[config.mk]
export PLATFORM = sky130hd
export DESIGN_NAME = morse_char_ctrl
export DESIGN_NICKNAME = d
export VERILOG_FILES = /design/src/rtl/morse_char_ctrl.sv
export SDC_FILE = /design/constraint.sdc
export NUM_CORES = 1
export LEC_CHECK = 0
export CAP_MARGIN = 20
export CORE_UTILIZATION = 55
export DETAILED_ROUTE_END_ITERATION = 16
export PLACE_DENSITY_LB_ADDON = 0.15
export SETUP_SLACK_MARGIN = 0.1
export SYNTH_ARGS = -nofsm -noshare
export SYNTH_HDL_FRONTEND = slang
export SYNTH_SLANG_ARGS = --single-unit
[constraint.sdc]
create_clock -name clk -period 2.6 [get_ports clk]
set_input_delay 0.65 -clock clk [delete_from_list [all_inputs] [get_ports clk]]
set_output_delay 0.65 -clock clk [all_outputs]
set_load 0.05 [all_outputs]
[src/rtl/morse_char_ctrl.sv]
`default_nettype none
// ============================================================================
// Module      : morse_char_ctrl
// Description : Morse element timer, classifier and character decoder with a
//               small ASCII output FIFO. Marks shorter than 2 dot units are
//               dots; a space of 2 dot units ends a character. Optional
//               word-gap emission (0x20 after 5 dot units of space) is
//               enabled by defining MORSE_CTRL_WORDGAP_EN.
// Revision    : 1.0 - initial release
// ============================================================================
module morse_char_ctrl #(
  parameter int CNT_W      = 16,
  parameter int FIFO_DEPTH = 4   // power of two, >= 2
) (
  input  logic             clk,
  input  logic             arst_n,
  input  logic             morse,
  input  logic [CNT_W-1:0] dot_len,
  input  logic             dot_len_valid,
  input  logic             read_en,
  output logic [7:0]       ascii_out,
  output logic             empty,
  output logic             overflow,
  output logic             busy
);

  localparam int AW = $clog2(FIFO_DEPTH);

  localparam logic [1:0] ST_IDLE  = 2'd0;
  localparam logic [1:0] ST_SPACE = 2'd1;
  localparam logic [1:0] ST_MARK  = 2'd2;
  localparam logic [1:0] ST_EMIT  = 2'd3;

  localparam logic [CNT_W-1:0] CNT_ONE = {{(CNT_W-1){1'b0}}, 1'b1};
  localparam logic [CNT_W-1:0] CNT_MAX = {CNT_W{1'b1}};

  // Saturating increment shared by both duration counters.
  function automatic logic [CNT_W-1:0] sat_inc(input logic [CNT_W-1:0] v);
    return (v == CNT_MAX) ? v : v + CNT_ONE;
  endfunction

  // ITU table; code holds the first element in bit 0, dash = 1.
  function automatic logic [7:0] decode_char(input logic [5:0] code, input logic [2:0] len);
    logic [7:0] ch;
    ch = 8'h3F;
    case ({len, code})
      {3'd1, 6'd0}:  ch = 8'h45; // E
      {3'd1, 6'd1}:  ch = 8'h54; // T
      {3'd2, 6'd0}:  ch = 8'h49; // I
      {3'd2, 6'd1}:  ch = 8'h4E; // N
      {3'd2, 6'd2}:  ch = 8'h41; // A
      {3'd2, 6'd3}:  ch = 8'h4D; // M
      {3'd3, 6'd0}:  ch = 8'h53; // S
      {3'd3, 6'd1}:  ch = 8'h44; // D
      {3'd3, 6'd2}:  ch = 8'h52; // R
      {3'd3, 6'd3}:  ch = 8'h47; // G
      {3'd3, 6'd4}:  ch = 8'h55; // U
      {3'd3, 6'd5}:  ch = 8'h4B; // K
      {3'd3, 6'd6}:  ch = 8'h57; // W
      {3'd3, 6'd7}:  ch = 8'h4F; // O
      {3'd4, 6'd0}:  ch = 8'h48; // H
      {3'd4, 6'd1}:  ch = 8'h42; // B
      {3'd4, 6'd2}:  ch = 8'h4C; // L
      {3'd4, 6'd3}:  ch = 8'h5A; // Z
      {3'd4, 6'd4}:  ch = 8'h46; // F
      {3'd4, 6'd5}:  ch = 8'h43; // C
      {3'd4, 6'd6}:  ch = 8'h50; // P
      {3'd4, 6'd8}:  ch = 8'h56; // V
      {3'd4, 6'd9}:  ch = 8'h58; // X
      {3'd4, 6'd11}: ch = 8'h51; // Q
      {3'd4, 6'd13}: ch = 8'h59; // Y
      {3'd4, 6'd14}: ch = 8'h4A; // J
      {3'd5, 6'd0}:  ch = 8'h35; // 5
      {3'd5, 6'd1}:  ch = 8'h36; // 6
      {3'd5, 6'd3}:  ch = 8'h37; // 7
      {3'd5, 6'd7}:  ch = 8'h38; // 8
      {3'd5, 6'd15}: ch = 8'h39; // 9
      {3'd5, 6'd16}: ch = 8'h34; // 4
      {3'd5, 6'd24}: ch = 8'h33; // 3
      {3'd5, 6'd28}: ch = 8'h32; // 2
      {3'd5, 6'd30}: ch = 8'h31; // 1
      {3'd5, 6'd31}: ch = 8'h30; // 0
      default:       ch = 8'h3F;
    endcase
    return ch;
  endfunction

  logic [1:0]       state_q, state_d;
  logic [CNT_W-1:0] dot_q, dot_d;
  logic             dot_seen_q, dot_seen_d;
  logic [CNT_W-1:0] mark_cnt_q, mark_cnt_d;
  logic [CNT_W-1:0] space_cnt_q, space_cnt_d;
  logic [5:0]       code_q, code_d;
  logic [2:0]       elem_len_q, elem_len_d;
  logic [AW:0]      wr_ptr_q, wr_ptr_d, rd_ptr_q, rd_ptr_d;
  logic [7:0]       mem_q [FIFO_DEPTH];
  logic [7:0]       mem_d [FIFO_DEPTH];
  logic             overflow_q, overflow_d;

  logic [CNT_W+2:0] w_t2;
  logic [CNT_W-1:0] w_space_inc;
  logic             w_space_t2_hit, w_is_dash;
  logic             w_push, w_gap_push, w_pop, w_push_ok, w_full, w_empty;
  logic [7:0]       w_push_char;

  // Thresholds are kept 3 bits wider than the counters so 5*dot never wraps.
  assign w_t2           = {2'b00, dot_q, 1'b0};
  assign w_space_inc    = sat_inc(space_cnt_q);
  assign w_space_t2_hit = ({3'b000, w_space_inc} >= w_t2);
  assign w_is_dash      = ({3'b000, mark_cnt_q} >= w_t2);

`ifdef MORSE_CTRL_WORDGAP_EN
  logic [CNT_W+2:0] w_t5;
  logic             gap_arm_q, gap_arm_d;

  assign w_t5       = {1'b0, dot_q, 2'b00} + {3'b000, dot_q};
  assign w_gap_push = (state_q == ST_SPACE) && !morse && (elem_len_q == 3'd0) &&
                      gap_arm_q && ({3'b000, w_space_inc} >= w_t5);

  // Arm word-gap emission once a character has been emitted; disarm after one space.
  always_comb begin
    gap_arm_d = gap_arm_q;
    if (state_q == ST_EMIT)
      gap_arm_d = 1'b1;
    else if (w_gap_push)
      gap_arm_d = 1'b0;
  end

  // Word-gap arm flag register.
  always_ff @(posedge clk or negedge arst_n) begin
    if (!arst_n) gap_arm_q <= 1'b0;
    else         gap_arm_q <= gap_arm_d;
  end
`else
  assign w_gap_push = 1'b0;
`endif

  // FSM state register.
  always_ff @(posedge clk or negedge arst_n) begin
    if (!arst_n) state_q <= ST_IDLE;
    else         state_q <= state_d;
  end

  // FSM next-state logic.
  always_comb begin
    state_d = state_q;
    case (state_q)
      ST_IDLE:  if (dot_seen_q && !morse) state_d = ST_SPACE;
      ST_SPACE: begin
        if (morse)
          state_d = ST_MARK;
        else if ((elem_len_q != 3'd0) && w_space_t2_hit)
          state_d = ST_EMIT;
      end
      ST_MARK:  if (!morse) state_d = ST_SPACE;
      ST_EMIT:  state_d = ST_SPACE;
      default:  state_d = ST_IDLE;
    endcase
  end

  // FSM outputs: FIFO push request/data and busy indication.
  always_comb begin
    w_push      = 1'b0;
    w_push_char = 8'h00;
    if (state_q == ST_EMIT) begin
      w_push      = 1'b1;
      w_push_char = decode_char(code_q, elem_len_q);
    end else if (w_gap_push) begin
      w_push      = 1'b1;
      w_push_char = 8'h20;
    end
  end

  assign busy = (state_q != ST_IDLE) && (elem_len_q != 3'd0);

  // Datapath: dot unit, duration counters and the partial character.
  always_comb begin
    dot_d       = dot_q;
    dot_seen_d  = dot_seen_q;
    mark_cnt_d  = mark_cnt_q;
    space_cnt_d = space_cnt_q;
    code_d      = code_q;
    elem_len_d  = elem_len_q;
    if (dot_len_valid) begin
      dot_d      = (dot_len == '0) ? CNT_ONE : dot_len;
      dot_seen_d = 1'b1;
    end
    case (state_q)
      ST_SPACE: begin
        if (morse) mark_cnt_d  = CNT_ONE;
        else       space_cnt_d = w_space_inc;
      end
      ST_MARK: begin
        if (morse) begin
          mark_cnt_d = sat_inc(mark_cnt_q);
        end else begin
          space_cnt_d = CNT_ONE;
          if (elem_len_q < 3'd6) begin
            code_d     = code_q | ({5'b00000, w_is_dash} << elem_len_q);
            elem_len_d = elem_len_q + 3'd1;
          end else begin
            elem_len_d = 3'd7; // sticky "too many elements" marker
          end
        end
      end
      ST_EMIT: begin
        space_cnt_d = w_space_inc;
        code_d      = 6'd0;
        elem_len_d  = 3'd0;
      end
      default: ;
    endcase
  end

  // Datapath registers.
  always_ff @(posedge clk or negedge arst_n) begin
    if (!arst_n) begin
      dot_q       <= CNT_ONE;
      dot_seen_q  <= 1'b0;
      mark_cnt_q  <= '0;
      space_cnt_q <= '0;
      code_q      <= 6'd0;
      elem_len_q  <= 3'd0;
    end else begin
      dot_q       <= dot_d;
      dot_seen_q  <= dot_seen_d;
      mark_cnt_q  <= mark_cnt_d;
      space_cnt_q <= space_cnt_d;
      code_q      <= code_d;
      elem_len_q  <= elem_len_d;
    end
  end

  // FIFO control: a pop frees the slot for a same-cycle push when full.
  assign w_empty   = (wr_ptr_q == rd_ptr_q);
  assign w_full    = (wr_ptr_q[AW-1:0] == rd_ptr_q[AW-1:0]) && (wr_ptr_q[AW] != rd_ptr_q[AW]);
  assign w_pop     = read_en && !w_empty;
  assign w_push_ok = w_push && (!w_full || w_pop);

  // FIFO next-state: storage, pointers and sticky overflow.
  always_comb begin
    mem_d      = mem_q;
    wr_ptr_d   = wr_ptr_q;
    rd_ptr_d   = rd_ptr_q;
    overflow_d = overflow_q;
    if (w_push_ok) begin
      mem_d[wr_ptr_q[AW-1:0]] = w_push_char;
      wr_ptr_d                = wr_ptr_q + 1'b1;
    end
    if (w_pop)
      rd_ptr_d = rd_ptr_q + 1'b1;
    if (w_push && w_full && !w_pop)
      overflow_d = 1'b1;
  end

  // FIFO registers.
  always_ff @(posedge clk or negedge arst_n) begin
    if (!arst_n) begin
      for (int i = 0; i < FIFO_DEPTH; i++) mem_q[i] <= 8'h00;
      wr_ptr_q   <= '0;
      rd_ptr_q   <= '0;
      overflow_q <= 1'b0;
    end else begin
      mem_q      <= mem_d;
      wr_ptr_q   <= wr_ptr_d;
      rd_ptr_q   <= rd_ptr_d;
      overflow_q <= overflow_d;
    end
  end

  assign empty     = w_empty;
  assign ascii_out = w_empty ? 8'h00 : mem_q[rd_ptr_q[AW-1:0]];
  assign overflow  = overflow_q;

endmodule
`default_nettype wire

Yosys cells after proc, flatten, opt, wreduce, memory -nomap -nowiden
Cells that the tools add are included.
{"block": "classes", "n_addsub": 5, "order_cmp": 6, "eq_ne": 52, "shift": 1, "n_mux": 30, "n_bitwise": 3, "reduce_logical": 26}
{"cell": "one-hot mux 7 bit (36 select lines)", "count": 1}
{"cell": "== test 9 bit (second input constant)", "count": 22}
{"cell": "2-to-1 mux 16 bit", "count": 7}
{"cell": "== test 9 x 8 -> 1 bit (second input constant)", "count": 12}
{"cell": "one-hot mux 16 bit (3 select lines)", "count": 1}
{"cell": "2-to-1 mux 8 bit", "count": 5}
{"cell": "greater-or-equal comparator 16 x 17 -> 1 bit", "count": 2}
{"cell": "adder 16 x 1 -> 16 bit (second input constant)", "count": 2}
{"cell": "bitwise mux 32 bit", "count": 1}
{"cell": "== test 16 bit (second input constant)", "count": 2}
{"cell": "one-hot mux 16 bit (2 select lines)", "count": 1}
{"cell": "== test 9 x 7 -> 1 bit (second input constant)", "count": 2}
{"cell": "binary-select mux 8 bit (select 2 bit)", "count": 1}
{"cell": "demux 8 bit (select 2 bit)", "count": 1}
{"cell": "logical NOT 16 bit", "count": 1}
{"cell": "inequality test 2 bit (second input constant)", "count": 7}
{"cell": "2-to-1 mux 6 bit", "count": 2}
{"cell": "one-hot mux 6 bit (2 select lines)", "count": 1}
{"cell": "adder 3 x 1 -> 3 bit (second input constant)", "count": 3}
{"cell": "logical AND 1 bit", "count": 9}
{"cell": "AND reduction 3 bit", "count": 3}
{"cell": "2-to-1 mux 2 bit", "count": 4}
{"cell": "one-hot mux 2 bit (4 select lines)", "count": 1}
{"cell": "greater-or-equal comparator 3 bit (second input constant)", "count": 2}
{"cell": "21 further kinds", "count": 30}
{"block": "word_totals", "ff_bits": 99, "input_bits": 21, "out_inout_bits": 11, "elab_cells": 137}

Depth between registers and ports, before layout
{"block": "depth", "depth_word": 7, "ltp_mapped": 13, "depth_no_buf": 12}

Worst setup path before layout
OpenSTA, ideal clock, no wires.
{"block": "synth_timing", "kind": "flip-flop to output port", "startpoint": "register rd_ptr_q[0]", "endpoint": "output port ascii_out[0]", "t_arrival_ns": 2.096, "required_time_ns": 1.950, "slack_ns": -0.146, "stages_incl_launch_ff": 5, "n_path_buf": 1, "cell_sequence": "dfrtp_1 > buf_2 > xor2_1 > nor3b_2 > nor2b_1"}
{"block": "synth_via", "word_cells_on_any_way": 6, "cone_classes": "eq/ne (1); mux (4); bitwise (1)"}
{"item": "from (decl)", "line": "95", "source": "logic [AW:0] wr_ptr_q, wr_ptr_d, rd_ptr_q, rd_ptr_d;"}
{"item": "from (signal assigned)", "line": "266", "source": "rd_ptr_q <= rd_ptr_d;"}
{"item": "== test 3 bit", "line": "235", "source": "assign w_empty = (wr_ptr_q == rd_ptr_q);"}
{"item": "net empty", "line": "22", "source": "output logic empty,"}
{"item": "2-to-1 mux 8 bit", "line": "272", "source": "assign ascii_out = w_empty ? 8'h00 : mem_q[rd_ptr_q[AW-1:0]];"}
{"item": "to (decl)", "line": "21", "source": "output logic [7:0] ascii_out,"}
The timed path passes the listed nets, and every way through them passes these cells. The select of a mux whose other input is x is not followed.

Worst setup path after layout
{"block": "layout_timing", "startpoint": "register space_cnt_q[6]", "endpoint": "register state_q[1]"}
{"block": "layout_via", "elab_chain_len": 6, "word_cells_on_any_way": 7, "cone_classes": "add/sub (1); order compare (1); eq/ne (2); mux (1); reduce/logical (2)"}
{"item": "from (decl)", "line": "92", "source": "logic [CNT_W-1:0] space_cnt_q, space_cnt_d;"}
{"item": "from (signal assigned)", "line": "228", "source": "space_cnt_q <= space_cnt_d;"}
{"item": "adder 16 x 1 -> 16 bit or == test 16 bit (tied branches)", "line": "39", "source": "return (v == CNT_MAX) ? v : v + CNT_ONE;"}
{"item": "2-to-1 mux 16 bit (*)", "line": "39"}
{"item": "greater-or-equal comparator 16 x 17 -> 1 bit (*)", "line": "109", "source": "assign w_space_t2_hit = ({3'b000, w_space_inc} >= w_t2);"}
{"item": "logical AND 1 bit (*)", "line": "152", "source": "else if ((elem_len_q != 3'd0) && w_space_t2_hit)"}
{"item": "inequality test 3 bit (no source line) (*)"}
{"item": "AND reduction 3 bit (no source line) (*)"}
{"item": "to (signal assigned)", "line": "141", "source": "else state_q <= state_d;"}
{"item": "to (decl)", "line": "88", "source": "logic [1:0] state_q, state_d;"}
Mark *: on every way between the ends. The rest lies on a longest branch, timed or not.
A chain may end at the register's enable or synchronous reset.

==> results.py <==
metrics = {
    "logic_synthesis": {
        "ys_warn_count": 0,
        "synth-seq-cells": 95,
        "synthFlopType": "dfrtp_1",
        "syn_area_um2": 6230,
        "syn_inst": 678,
        "yosysSeqAreaShare": 0.382,
        "async_flop_share": 1.00,
        "synth_fp_nets": 740,
        "synth.distinct_cells": 79,
        "synth_edf_count": 0,
        "synth_area_per_cell_um2": 9.18,
    },
    "outcome": {
        "violations": "setup timing",
        "status": "complete, but fails checks",
    },
    "critical_path": {
        "cp_data_arrival_time_ns": 3.01,
        "crit_start": "space_cnt_q[6]",
        "endpoint_kind": "register",
        "reg2reg_to": "state_q[1]",
        "r2r_slack_ns": -0.17,
        "endpoint": "state_q[1]",
        "required_ns": 2.84,
        "r2r-start": "space_cnt_q[6]",
        "worst_r2r_path_depth": 12,
        "start_kind": "register",
        "path_max_fanout": 4,
        "path_class": "register to register",
    },
    "hold_path": {
        "hold_class": "primary input to asynchronous set/reset pin",
    },
    "global_route": {
        "grt_pass1_wl_um": 25800,
        "grt_overflow": 0,
        "grtUsageMet3": 0.0482,
        "grt_max_degree": 45,
        "grt_util_met2": 0.493,
        "grt_pass1_vias": 5446,
        "grt.busiest_layer": "met2",
        "groute.usage.overall": 0.283,
        "met1_usage": 0.340,
        "antenna_found_initial": 0,
    },
    "power_and_ir_drop": {
        "p_per_area_nw_per_um2": 909,
        "p_leak_nw": 3.30,
        "ir_drop_mv": 1.04,
    },
    "clocking": {
        "clk_pin_slew_worst_paths_ns": 0.07,
        "clockRootBuffer": "clkbuf_16",
        "htree_levels": 3,
        "clockBufferDepth": 2,
        "cts_sinks": 95,
        "cts_tree": "built",
        "clk_latency_ns": 0.35,
        "cts-buffers-inserted": 9,
    },
    "route": {
        "dr.pass1.iters": 4,
        "antenna_left": 0,
        "drc": 0,
        "drtIter0Drc": 326,
        "dr_total_vias": 5375,
        "vias_per_cell": 5.97,
        "routed_wirelength_um": 15500,
        "wl_per_cell_um": 17.2,
    },
    "sta": {
        "setup_viol": 1,
        "worst_pin_slew_ns": 0.583,
        "drv_slew": 0,
        "min_period_ns": 2.77,
        "fin_crit_sh": 1.06,
        "fin_skew_ns": 0.00897,
        "relSlewSlack": 0.601,
        "grt_setup_unrepaired": "true",
        "hold_viol": 0,
        "fmax_mhz": 362,
        "fin_setup_tns_ns": -0.166,
        "setup_slack_ns": -0.166,
    },
    "die": {
        "pin_count": 32,
        "start_util": 0.569,
        "rows": 38,
        "dieArea_um2": 11800,
        "die_h_um": 108,
        "core-area_um2": 10900,
        "dieWidth_um": 108,
    },
    "layout": {
        "n_fill_cell": 913,
        "antenna_cells": 0,
        "syn2layout_area_growth_pct": 20.0,
        "layout-drive-gt1-share": 0.183,
        "ff_latch_area_um2": 2380,
        "multi_input_area_um2": 3670,
        "fin_nets": 817,
    },
    "placed_design": {
        "dp_slack_ns": -0.131,
        "portBuffers": 30,
        "place_congestion": 0.933,
        "dp_hpwl_um": 11300,
    },
    "flow_run": {
        "drv_cap": 0,
    },
}
-- worst max-delay path, stage by stage (launching register included) --
cell and delay, ns:
dfrtp_1 0.36, and4_4 0.24, nand4_1 0.16, buf_4 0.20, a211oi_2 0.18, and3_1 0.21, xor2_1 0.22, ha_1 0.30
nand4_1 0.19, nor2_1 0.07, a211oi_1 0.27, a21oi_1 0.11, a21o_1 0.16
-- report_power, final --
part           leakage [nW]  internal (W)  switching [W]
clock network         0.148      0.000762       0.000597
registers              1.21       0.00183       0.000290
logic                  1.94       0.00142        0.00190
-- sequential cells by signal (all words and copies together), names as in the netlist, 2 cells and up --
name / cells
code_q: 6
space_cnt_q: 16
wr_ptr_q: 3
state_q: 2
mem_q: 28
rd_ptr_q: 3
elem_len_q: 3
mark_cnt_q: 16
dot_q: 16
-- final cells by class --
type | count | area share
repair buffers | 97 | 0.111
multi-input cells | 522 | 0.491
inverters | 30 | 0.0151
well taps | 140 | 0.0234
flip-flops and latches | 95 | 0.319
clock inverters | 6 | 0.00988
clock buffers | 10 | 0.0306
-- metrics by stage --
| stage | hold slack, ns | power [W] | instance area [µm²] | cells | util |
|---|---|---|---|---|---|
| after floorplan | 0.354 | 0.00430 | 6270 | 678 | - |
| after global placement | 0.458 | 0.00523 | 7040 | 876 | 0.644 |
| after detailed placement | 0.460 | 0.00532 | 7040 | 876 | 0.644 |
| after CTS | 0.240 | 0.00675 | 7420 | 899 | 0.679 |
| after global routing | 0.256 | 0.00723 | 7470 | 900 | 0.683 |
| final | 0.234 | 0.00679 | 7470 | 900 | 0.683 |
-- Yosys cell counts, types with 3 or more instances --
| cell | instances | area [µm²] |
|---|---|---|
| dfrtp_1 | 94 | 2350 |
| nand2_1 | 82 | 308 |
| nor2_1 | 53 | 199 |
| o21ai_0 | 51 | 255 |
| a21oi_1 | 42 | 210 |
| ha_1 | 41 | 513 |
| inv_1 | 30 | 113 |
| nand3_1 | 21 | 105 |
| xor2_1 | 18 | 158 |
| xnor2_1 | 17 | 149 |
| nand4_1 | 16 | 100 |
| nor2b_1 | 16 | 100 |
| buf_2 | 15 | 75.1 |
| clkbuf_1 | 11 | 41.3 |
| nand2b_1 | 10 | 62.6 |
| nand3b_1 | 9 | 67.6 |
| nor4_1 | 8 | 50.1 |
| a31oi_1 | 7 | 43.8 |
| mux4_2 | 7 | 158 |
| nor3_1 | 7 | 35.0 |
| and3_1 | 6 | 37.5 |
| mux2_2 | 6 | 67.6 |
| o211ai_1 | 6 | 45.0 |
| a22o_1 | 5 | 43.8 |
| and2_1 | 5 | 31.3 |
| mux2i_1 | 5 | 50.1 |
| and2_0 | 4 | 25.0 |
| and4_1 | 4 | 35.0 |
| nor3b_1 | 4 | 30.0 |
| o21ai_1 | 4 | 20.0 |
| o31ai_1 | 4 | 30.0 |
| a211oi_1 | 3 | 22.5 |
| a21o_1 | 3 | 22.5 |
| a22oi_1 | 3 | 22.5 |
| a32o_1 | 3 | 30.0 |
| o21a_1 | 3 | 22.5 |
-- placed cells by master, fill, tap and decap left out, drive strengths merged, types with 7 or more instances in the layout --
cell,synthesis,layout
xnor2,17,17
mux4,7,7
nand3b,9,9
nand2b,11,11
nand2,82,82
clkdlybuf4s50,0,20
and2,9,9
nor3,8,8
xor2,18,18
a21oi,42,42
nor4,10,10
nand3,21,21
a31oi,9,9
clkbuf,11,10
dfrtp,94,94
nor2,53,53
ha,41,41
o21ai,55,55
inv,30,34
nand4,16,16
nor2b,16,16
buf,20,77
-- layer usage --
layer	wire, µm	vias to the layer above
met4	505	0
met5	0	-
met3	528	47
met1	6490	2596
li1	-	2590
met2	7940	142
-- how the worst min path moves through the flow --
stage / start / end / cells past startpoint
floorplan: arst_n / code_q[0] / 0
global placement: mem_q[29] / mem_q[29] / 2
detailed placement: dot_seen_q / dot_seen_q / 1
CTS: arst_n / mem_q[21] / 1
global route: arst_n / mem_q[21] / 1
finish: arst_n / mem_q[21] / 1
-- timing repair --
action | in CTS | in global routing
gates resized for setup | 5 | 6
hold endpoints to repair | 0 | 0
endpoints found under the setup margin | 16 | 17
pin swaps | 11 | 0
hold buffers | 0 | 0
buffers inserted | 7 | 1
-- cell families after synthesis --
family                   Yosys count  share of synthesized area
AO/OA/AOI/OAI                    162                      0.170
flip-flops                        95                      0.382
adder cells (fa/ha/maj)           41                     0.0824
buffers and inverters             61                     0.0434
other                              1                   0.000602
AND/OR/NAND/NOR                  265                      0.229
XOR/XNOR                          35                     0.0492
multiplexers                      18                     0.0442
Note: power is estimated with default switching activity, not from simulation.
